**config.mk**
```make
export PLATFORM = sky130hd
export DESIGN_NAME = rr_quota_arbiter
export DESIGN_NICKNAME = d
export VERILOG_FILES = /design/src/rtl/arb_pkg.sv /design/src/rtl/rr_pick.sv /design/src/rtl/rr_quota_arbiter.sv
export SDC_FILE = /design/constraint.sdc
export NUM_CORES = 1
export LEC_CHECK = 0
export ABC_AREA = 1
export BUFFER_PORTS_ARGS = -buffer_cell sky130_fd_sc_hd__buf_4
export CORE_MARGIN = 5
export CORE_UTILIZATION = 40
export CTS_CLUSTER_DIAMETER = 150
export DETAILED_ROUTE_END_ITERATION = 8
export SYNTH_ARGS = -nofsm -noshare
export SYNTH_HDL_FRONTEND = slang
export SYNTH_SLANG_ARGS = --single-unit
```
**constraint.sdc**
```tcl
create_clock -name clk -period 4.2 [get_ports clk]
set_input_delay 0 -clock clk [delete_from_list [all_inputs] [get_ports clk]]
set_output_delay 0 -clock clk [all_outputs]
set_load 0.01 [all_outputs]
```
**src/rtl/arb_pkg.sv**
```systemverilog
// ----------------------------------------------------------------------------
// arb_pkg
// Shared definitions for the round-robin quota arbiter.
//   - arb_state_e   : arbiter FSM state (IDLE, GRANT)
//   - ARB_DEFAULT_N / ARB_DEFAULT_QUOTA : default requester count and quota
//   - onehot_to_idx : converts a one-hot vector (up to ARB_MAX_N bits) into
//                     its binary index; used to build gnt_id
// No ports (package).
// ----------------------------------------------------------------------------
package arb_pkg;

    localparam int ARB_DEFAULT_N     = 4;
    localparam int ARB_DEFAULT_QUOTA = 4;

    // Widest one-hot vector the index helper accepts, and its result width.
    localparam int ARB_MAX_N = 64;
    localparam int ARB_IDX_W = 8;

    typedef enum logic {
        IDLE  = 1'b0,
        GRANT = 1'b1
    } arb_state_e;

    // Binary index of the set bit in a one-hot vector; 0 for an all-zero input.
    function automatic logic [ARB_IDX_W-1:0] onehot_to_idx(input logic [ARB_MAX_N-1:0] oh);
        logic [ARB_IDX_W-1:0] idx;
        idx = '0;
        for (int i = 0; i < ARB_MAX_N; i++) begin
            if (oh[i]) begin
                idx = ARB_IDX_W'(i);
            end
        end
        return idx;
    endfunction

endpackage : arb_pkg

```
**src/rtl/rr_pick.sv**
```systemverilog
// ----------------------------------------------------------------------------
// rr_pick
// Combinational rotate-priority picker. Scans req_i starting at index ptr_i,
// wrapping modulo N, and returns the first set bit as a one-hot winner.
// Ports:
//   req_i [N-1:0]   request vector
//   ptr_i [IW-1:0]  index that has the highest priority this cycle
//   win_o [N-1:0]   one-hot winner (all-zero when no request)
//   any_o           high when any request bit is set
// ----------------------------------------------------------------------------
module rr_pick
    import arb_pkg::*;
#(
    parameter  int N  = ARB_DEFAULT_N,
    localparam int IW = $clog2(N)
) (
    input  logic [N-1:0]  req_i,
    input  logic [IW-1:0] ptr_i,
    output logic [N-1:0]  win_o,
    output logic          any_o
);

    logic          found;
    logic [IW-1:0] idx;

    // Walk the N positions in priority order; the first requester seen wins
    // and blocks every later position.
    always_comb begin
        win_o = '0;
        found = 1'b0;
        idx   = '0;
        for (int k = 0; k < N; k++) begin
            idx = IW'((int'(ptr_i) + k) % N);
            if (!found && req_i[idx]) begin
                win_o[idx] = 1'b1;
                found      = 1'b1;
            end
        end
    end

    assign any_o = |req_i;

endmodule : rr_pick

```
**src/rtl/rr_quota_arbiter.sv**
```systemverilog
// ----------------------------------------------------------------------------
// rr_quota_arbiter
// Registered round-robin arbiter for N requesters with an optional per-grant
// cycle quota. When the quota feature is built in, an owner that has held the
// grant for QUOTA consecutive cycles is pre-empted if anyone else is waiting.
//
// Build option:
//   ARB_QUOTA_EN  defined   -> quota counter and pre-emption implemented
//                 undefined -> owner keeps the grant until its req drops,
//                              quota_exp is constant 0, QUOTA is ignored
//
// Ports:
//   clk        rising-edge clock
//   rst        asynchronous active-low reset
//   req  [N]   request levels, held until served
//   gnt  [N]   registered one-hot grant (0 when idle)
//   gnt_valid  registered OR of gnt
//   gnt_id     registered binary index of the owner (0 when idle)
//   quota_exp  registered one-cycle pulse on a quota pre-emption
// ----------------------------------------------------------------------------
module rr_quota_arbiter
    import arb_pkg::*;
#(
    parameter  int N     = ARB_DEFAULT_N,
    parameter  int QUOTA = ARB_DEFAULT_QUOTA,
    localparam int IW    = $clog2(N)
) (
    input  logic          clk,
    input  logic          rst,
    input  logic [N-1:0]  req,
    output logic [N-1:0]  gnt,
    output logic          gnt_valid,
    output logic [IW-1:0] gnt_id,
    output logic          quota_exp
);

    arb_state_e    state_q, state_d;
    logic [N-1:0]  gnt_q, gnt_d;
    logic [IW-1:0] gnt_id_q, gnt_id_d;
    logic          valid_q, valid_d;
    logic          qexp_q, qexp_d;
    logic [IW-1:0] ptr_q, ptr_d;

    logic [N-1:0]  pick_win;
    logic          pick_any;
    logic [IW-1:0] win_idx;
    logic [IW-1:0] win_ptr_next;
    logic          owner_req;

`ifdef ARB_QUOTA_EN
    localparam int            CW   = $clog2(QUOTA + 1);
    localparam logic [CW-1:0] QMAX = CW'(QUOTA);

    logic [CW-1:0] cnt_q, cnt_d;
    logic          others;

    assign others = |(req & ~gnt_q);
`else
    logic quota_unused;

    assign quota_unused = (QUOTA > 0);
`endif

    // While a grant is held ptr_q already equals (owner+1) mod N, so the single
    // picker instance serves IDLE arbitration, release handoff and quota
    // pre-emption alike: on pre-emption the still-requesting owner sits last
    // in the scan order and only wins if nobody else is asking.
    rr_pick #(
        .N (N)
    ) u_pick (
        .req_i (req),
        .ptr_i (ptr_q),
        .win_o (pick_win),
        .any_o (pick_any)
    );

    assign win_idx      = IW'(onehot_to_idx(ARB_MAX_N'(pick_win)));
    assign win_ptr_next = (win_idx == IW'(N - 1)) ? '0 : win_idx + IW'(1);
    assign owner_req    = |(req & gnt_q);

    // Next-state and next-output logic. Every branch that hands the resource
    // to a new owner loads the picker result and advances the rotate pointer.
    always_comb begin
        state_d  = state_q;
        gnt_d    = gnt_q;
        gnt_id_d = gnt_id_q;
        valid_d  = valid_q;
        qexp_d   = 1'b0;
        ptr_d    = ptr_q;
`ifdef ARB_QUOTA_EN
        cnt_d    = cnt_q;
`endif

        case (state_q)
            IDLE: begin
                if (pick_any) begin
                    state_d  = GRANT;
                    gnt_d    = pick_win;
                    gnt_id_d = win_idx;
                    valid_d  = 1'b1;
                    ptr_d    = win_ptr_next;
`ifdef ARB_QUOTA_EN
                    cnt_d    = CW'(1);
`endif
                end
            end

            GRANT: begin
                if (!owner_req) begin
                    // Owner released; a release at quota expiry is a plain
                    // release, so no pulse is raised here.
                    if (pick_any) begin
                        gnt_d    = pick_win;
                        gnt_id_d = win_idx;
                        valid_d  = 1'b1;
                        ptr_d    = win_ptr_next;
`ifdef ARB_QUOTA_EN
                        cnt_d    = CW'(1);
`endif
                    end else begin
                        state_d  = IDLE;
                        gnt_d    = '0;
                        gnt_id_d = '0;
                        valid_d  = 1'b0;
`ifdef ARB_QUOTA_EN
                        cnt_d    = '0;
`endif
                    end
                end else begin
`ifdef ARB_QUOTA_EN
                    // Count up to the quota; at the quota, rotate only if
                    // someone else is waiting, otherwise hold with the
                    // counter saturated.
                    if (cnt_q < QMAX) begin
                        cnt_d = cnt_q + CW'(1);
                    end else if (others) begin
                        gnt_d    = pick_win;
                        gnt_id_d = win_idx;
                        valid_d  = 1'b1;
                        ptr_d    = win_ptr_next;
                        cnt_d    = CW'(1);
                        qexp_d   = 1'b1;
                    end
`endif
                end
            end

            default: begin
                state_d  = IDLE;
                gnt_d    = '0;
                gnt_id_d = '0;
                valid_d  = 1'b0;
            end
        endcase
    end

    // State and output registers; reset clears everything asynchronously and
    // gives requester 0 the first chance after release.
    always_ff @(posedge clk or negedge rst) begin
        if (!rst) begin
            state_q  <= IDLE;
            gnt_q    <= '0;
            gnt_id_q <= '0;
            valid_q  <= 1'b0;
            qexp_q   <= 1'b0;
            ptr_q    <= '0;
`ifdef ARB_QUOTA_EN
            cnt_q    <= '0;
`endif
        end else begin
            state_q  <= state_d;
            gnt_q    <= gnt_d;
            gnt_id_q <= gnt_id_d;
            valid_q  <= valid_d;
            qexp_q   <= qexp_d;
            ptr_q    <= ptr_d;
`ifdef ARB_QUOTA_EN
            cnt_q    <= cnt_d;
`endif
        end
    end

    assign gnt       = gnt_q;
    assign gnt_valid = valid_q;
    assign gnt_id    = gnt_id_q;
    assign quota_exp = qexp_q;

endmodule : rr_quota_arbiter

```
==> summary.md, run 1 <==
| Metric | Value |
|---|---|
| Status | `finished clean` |
| Initial core utilization | `42.2%` |
| Die area | `0.00310 mm2` |
| Final nets | `151` |
| Hold/Removal Path Class | `input pin to flip-flop` |
| Synth top cells by count | `56 x nand2_1, 17 x nand3_1, 10 x dfrtp_1` |
| FF-to-FF Start | `ptr_q[0]` |
| Max_cap viols | `0` |
| H-Tree Depth | `1` |
| Final Hold Fails | `0` |
| Setup_tns | `0 ns` |
| DRC Markers | `0` |
| Post-DP HPWL | `1520 um` |
| Crit-path max cell delay | `0.53 ns` |
| Drt total wl | `1830 um` |
| Crit-path max FO | `10` |
| Die Y-Extent | `55.7 um` |
| LEAKAGE | `0.000557 uW` |
| # rows | `16` |
| Worst path cell trace | `inv_2, ha_1, inv_1, nand3_1, nand2_1, nand2_4, nor2_4, nand2_2, nand3b_4, nand2_2, nand3_1, nand2_1` |
| CP Class | `flip-flop to flip-flop` |
| Predominant post-synthesis flop cell | `dfrtp_1` |
| Post-synth EDFFs | `0` |
| Vias per Instance | `4.77` |
| Core area | `0.00198 mm2` |
| # Post-CTS Setup Buffers | `0` |
| Critical register-to-register path endpoint | `ptr_q[0]` |
| Global route overflow | `0` |
| Vias in the first global route | `711` |
| Post-synth ARST share | `100%` |
| Sequential share of the synthesized area | `~30%` |
| Hold Buf Count CTS | `1` |
| Synth unique cells | `19` |
| Clk root buf | `clkbuf_4` |
| Share of layout cells above drive strength 1 | `22.6%` |
| Cells on Worst Hold Path | `3` |
| Register Area | `250 um2` |
| Crit path required time | `4.35 ns` |
| RSZ-0062 raised after global routing | `false` |
| Flops & latches, synth | `10` |
| Buffers and inverters on the worst path | `2` |
| Hold_sp | `req[3]` |
| Boundary Pins | `14` |
| Met3 Wirelength | `64 um` |
| Max-slew violation total from the final report | `0` |
| CP startpoint | `ptr_q[0]` |
| Worst Path Arrival | `2.18 ns` |
| Area growth syn-to-layout | `17.8%` |
| Per-cell routed wire length | `11.2 um` |
| Synth Warn # | `0` |
| Pin count of the biggest net entering global routing | `11` |
| Synthesized Nets | `134` |
| Clock-pin transition on the worst setup and hold timing paths | `0.06 ns` |
| Min Hold Slack | `0.00570 ns` |
| Sink Count | `10` |
| Most common cell in the netlist | `nand2_1` |
| Overall routing resource usage | `12.6%` |
| Synth top area share | `between 20% and 30%` |
| Drt pass-1 iters | `4` |
| Largest delay share family, worst path | `simple AND/OR/NAND/NOR gates` |
| Gate Count Post-Synth | `122` |
| Startpoint Class | `flip-flop` |
| PwrDens | `804 mW/mm2` |
| Multi-input gate area | `between 500 and 600 um2` |
| Drt first-iter violations | `16` |
| Highest Signal Layer | `met4` |
| Reg2reg setup slack | `2.16 ns` |
| Post-synth top area cell | `dfrtp_1` |
| CP Capture Type | `flip-flop` |
| Global-route wire length before repair | `3120 um` |
| Top cells by area, synth | `dfrtp_1 30%, nand2_1 25%, nand3_1 10%` |
| Routability congestion estimate | `roughly 0.75` |
| Hold EP | `state_q` |
| ANT cells | `0` |
| Final Critical Period | `2.04 ns` |
| Max Clk Rate | `491 MHz` |
| Met2 WL post-DR | `849 um` |
| CTS tree | `yes` |
| Slowest CP cell | `dfrtp_1` |
| Via total after detailed routing | `slightly below 800` |
| Clock Latency Late Sink | `0.26 ns` |
| Fillers | `201` |
| Post-Syn Area per Cell | `between 6 and 7 um2` |
| Initial antenna violation count | `0` |
| Post-Syn Area | `836 um2` |
| Final setup violation count | `0` |
| Num CTS Buffers | `3` |
| Final Skew | `0.00477 ns` |
| Remaining antenna violation count | `0` |
| Gates resized, CTS repair | `0` |
| VDD IR max | `0.000381 V` |
| Die Wd | `55.7 um` |
| CTS Buffer Depth | `2` |
| Met1 wire length | `between 800 and 900 um` |
| IO Port Bufs | `12` |
| Worst reg2reg path depth | `12` |
| Crit share post-route | `slightly below 50%` |
[flip-flops by register name, indices dropped and copies added (netlist names)]
register and count:
ptr_q 2, gnt_id 2, gnt_valid 1, gnt 4, state_q 1
[power breakdown]
part	switching, uW	internal, uW
combinational	341	208
sequential	42.5	138
clock	30.5	33.0
[how the worst max path moves through the flow]
stage / cells past startpoint / to / slack [ns]
floorplan: 12 / ptr_q[0] / 2.40
global placement: 13 / ptr_q[0] / 2.20
detailed placement: 13 / ptr_q[0] / 2.17
CTS: 13 / ptr_q[0] / 2.15
global route: 13 / ptr_q[0] / 1.93
finish: 12 / ptr_q[0] / 2.16
[final cells by class]
type                       count  area share (%)
timing repair buffer          13            10.2
inverter                      12            4.57
tap                           27            3.43
sequential                    10            25.4
multi-input combinational     99            54.1
clock buffer                   3            2.29
[metrics by stage]
| stage | instance area, um2 | util (%) | power (uW) | instances | setup slack, ns |
|---|---|---|---|---|---|
| finish | 985 | 49.7 | 792 | 164 | 2.16 |
| global route | 985 | 49.7 | 881 | 164 | 1.93 |
| CTS | 985 | 49.7 | 804 | 164 | 2.15 |
| detailed placement | 952 | 48.0 | 736 | 160 | 2.17 |
| global placement | 952 | 48.0 | 728 | 160 | 2.20 |
| floorplan | 836 | - | 596 | 122 | 2.40 |
[placed cells by master (no fill, tap or decap), types with 3 or more instances in the layout]
cell | synthesis | layout
buf_4 | 1 | 12
clkbuf_4 | 0 | 3
nand3_1 | 17 | 17
inv_1 | 8 | 8
nand2_1 | 56 | 56
nand2_2 | 5 | 5
nand3_2 | 3 | 3
ha_1 | 6 | 6
dfrtp_1 | 10 | 10
[kinds of logic after synthesis]
kind of cell	Yosys count	synth area share, %
adder cells (fa/ha/maj)	6	8.98
other	1	0.449
AO/OA/AOI/OAI	2	1.50
AND/OR/NAND/NOR	90	52.8
buffers and inverters	13	6.29
flip-flops	10	29.9
[tightest hold or removal path, delay by kind of cell]
family	cells	cell delay [ns]
buf+inv	1	0.10
simple gates	2	0.12
[layer usage]
metal	GRT usage, %	vias up
met1	16.0	346
li1	-	416
met4	7.29	0
met5	0	-
met3	1.39	5
met2	20.3	15
(Power assumes the default switching activity.)
==> run 2: changes to the inputs <==
==> constraint.sdc (replaced) <==
create_clock -name clk -period 1.8 [get_ports clk]
set_input_delay 0 -clock clk [delete_from_list [all_inputs] [get_ports clk]]
set_output_delay 0 -clock clk [all_outputs]
set_load 0.01 [all_outputs]
==> run 2 against run 1 <==
Compared with the run above: wire length decreased by 2.0%; clock skew rose by 0.0025 ns; final cell count rose by 3.0%; first-iteration DRC count shrank 25%; sequential power increased by 110%; flip-flop and latch count did not move; largest cell class unchanged; non-clock buffer count up 4; power increased by 140%.
==> summary.md, run 2 (same netlist as run 1, synthesis figures left out) <==
| Metric | Value |
|---|---|
| Status | `finished clean` |
| Initial core utilization | `42.2%` |
| Die Wd | `around 56 um` |
| Final Hold Fails | `0` |
| Global-route wire length before repair | `approximately 3300 um` |
| Final setup violation count | `0` |
| Commonest non-fill, non-tap cells in the layout | `56 x nand2_1, 17 x nand3_1, 16 x buf_4` |
| # Post-CTS Setup Buffers | `0` |
| Per-cell routed wire length | `10.6 um` |
| PwrDens | `roughly 1900 mW/mm2` |
| CTS Buffer Depth | `2` |
| CTS tree | `yes` |
| Post-DP HPWL | `1490 um` |
| Final Critical Period | `1.66 ns` |
| Num CTS Buffers | `3` |
| Drt total wl | `between 1500 and 2000 um` |
| H-Tree Depth | `1` |
| VDD IR max | `roughly 0.0011 V` |
| Largest register FFs | `4` |
| Remaining antenna violation count | `0` |
| # rows | `16` |
| Area growth syn-to-layout | `22.0%` |
| Vias in the first global route | `780` |
| IO Port Bufs | `12` |
| Crit share post-route | `92.5%` |
| RSZ-0062 raised after global routing | `false` |
| Crit-path max FO | `4` |
| ANT cells | `0` |
| Startpoint Class | `flip-flop` |
| Overall routing resource usage | `12.8%` |
| Clk root buf | `clkbuf_4` |
| DRC Markers | `0` |
| Final nets | `155` |
| Global route overflow | `0` |
| Crit path required time | `1.94 ns` |
| Vias per Instance | `4.77` |
| Max_cap viols | `0` |
| Initial antenna violation count | `0` |
| Clock Latency Late Sink | `0.26 ns` |
| Hold/Removal Path Class | `input pin to flip-flop` |
| Max Clk Rate | `601 MHz` |
| Pin count of the biggest net entering global routing | `11` |
| Die area | `about 0.0031 mm2` |
| CP Class | `flip-flop to flip-flop` |
| Core area | `0.00198 mm2` |
| LEAKAGE | `0.000575 uW` |
| Boundary Pins | `14` |
| Commonest non-fill, non-tap cell in the layout | `nand2_1` |
| CP Capture Type | `flip-flop` |
| Die Y-Extent | `55.7 um` |
| Via total after detailed routing | `806` |
| Worst Path Arrival | `1.81 ns` |
| Setup_tns | `0 ns` |
| Drt first-iter violations | `12` |
| Clock-pin transition on the worst setup and hold timing paths | `~0.07 ns` |
| Routability congestion estimate | `roughly 0.75` |
| Sink Count | `10` |
| Max-slew violation total from the final report | `0` |
| Drt pass-1 iters | `4` |
| Min Hold Slack | `roughly 0.036 ns` |
| Final Skew | `0.00728 ns` |
| Share of layout cells above drive strength 1 | `approximately a quarter` |
run 2: layer usage:
layer	track usage [%]	part of all wire, %
met1	15.9	47
met2	21.8	49
met3	1.39	1.9
met4	6.25	1.7
met5	0	0
run 2: timing repair:
| action | in CTS | in global routing |
|---|---|---|
| resized for setup | 0 | 1 |
| endpoints found under the setup margin | 0 | 3 |
| hold buffers | 1 | 0 |
| endpoints found under the hold margin | 10 | 0 |
run 2: cell type report:
type                    instances  area, um2
clock buffers                   4       26.3
multi-input cells              99        533
flip-flops and latches         10        251
well taps                      27       33.8
repair buffers                 17        130
fillers                       200        962
inverters                      12       45.0
run 2: per-stage QoR:
step / utilization (%) / cell area [um2] / total power (uW) / instances / setup slack (ns)
floorplan: - / 837 / 1390 / 122 / 0.0428
detailed placement: 49.6 / 983 / 1770 / 164 / 0.0875
global route: 51.5 / 1020 / 2130 / 169 / 0.0133
CTS: 51.5 / 1020 / 1940 / 169 / 0.0690
global placement: 49.6 / 983 / 1760 / 164 / 0.126
finish: 51.5 / 1020 / 1920 / 169 / 0.135
run 2: path summary, 6_finish.rpt:
| path | slack [ns] | to | cells after the start | start |
|---|---|---|---|---|
| setup / recovery | 0.14 | ptr_q[1] | 12 | ptr_q[0] |
| hold / removal | 0.04 | state_q | 3 | req[3] |
| setup reg to reg | 0.14 | ptr_q[1] | 12 | ptr_q[0] |
| hold reg to reg | 0.48 | gnt_valid | 2 | gnt_valid |
| max in group asynchronous | 1.55 | ptr_q[0] | 2 | rst |
| min in group asynchronous | 0.09 | gnt_id[0] | 2 | rst |
run 2: power breakdown:
group / switching, uW / internal [uW]
clock network: 71.6 / 85.4
logic: 848 / 539
registers: 53.1 / 324
total: 973 / 949
run 2: critical path: stages, from the launching register on:
cell	delay (ns)
dfrtp_2	0.36
inv_2	0.04
ha_1	0.33
inv_2	0.08
nand3_1	0.07
nand2_1	0.10
nand2_4	0.07
nor2_4	0.13
nand2_1	0.08
nand3_2	0.09
nor2_1	0.04
o21ai_1	0.08
nand2_1	0.06
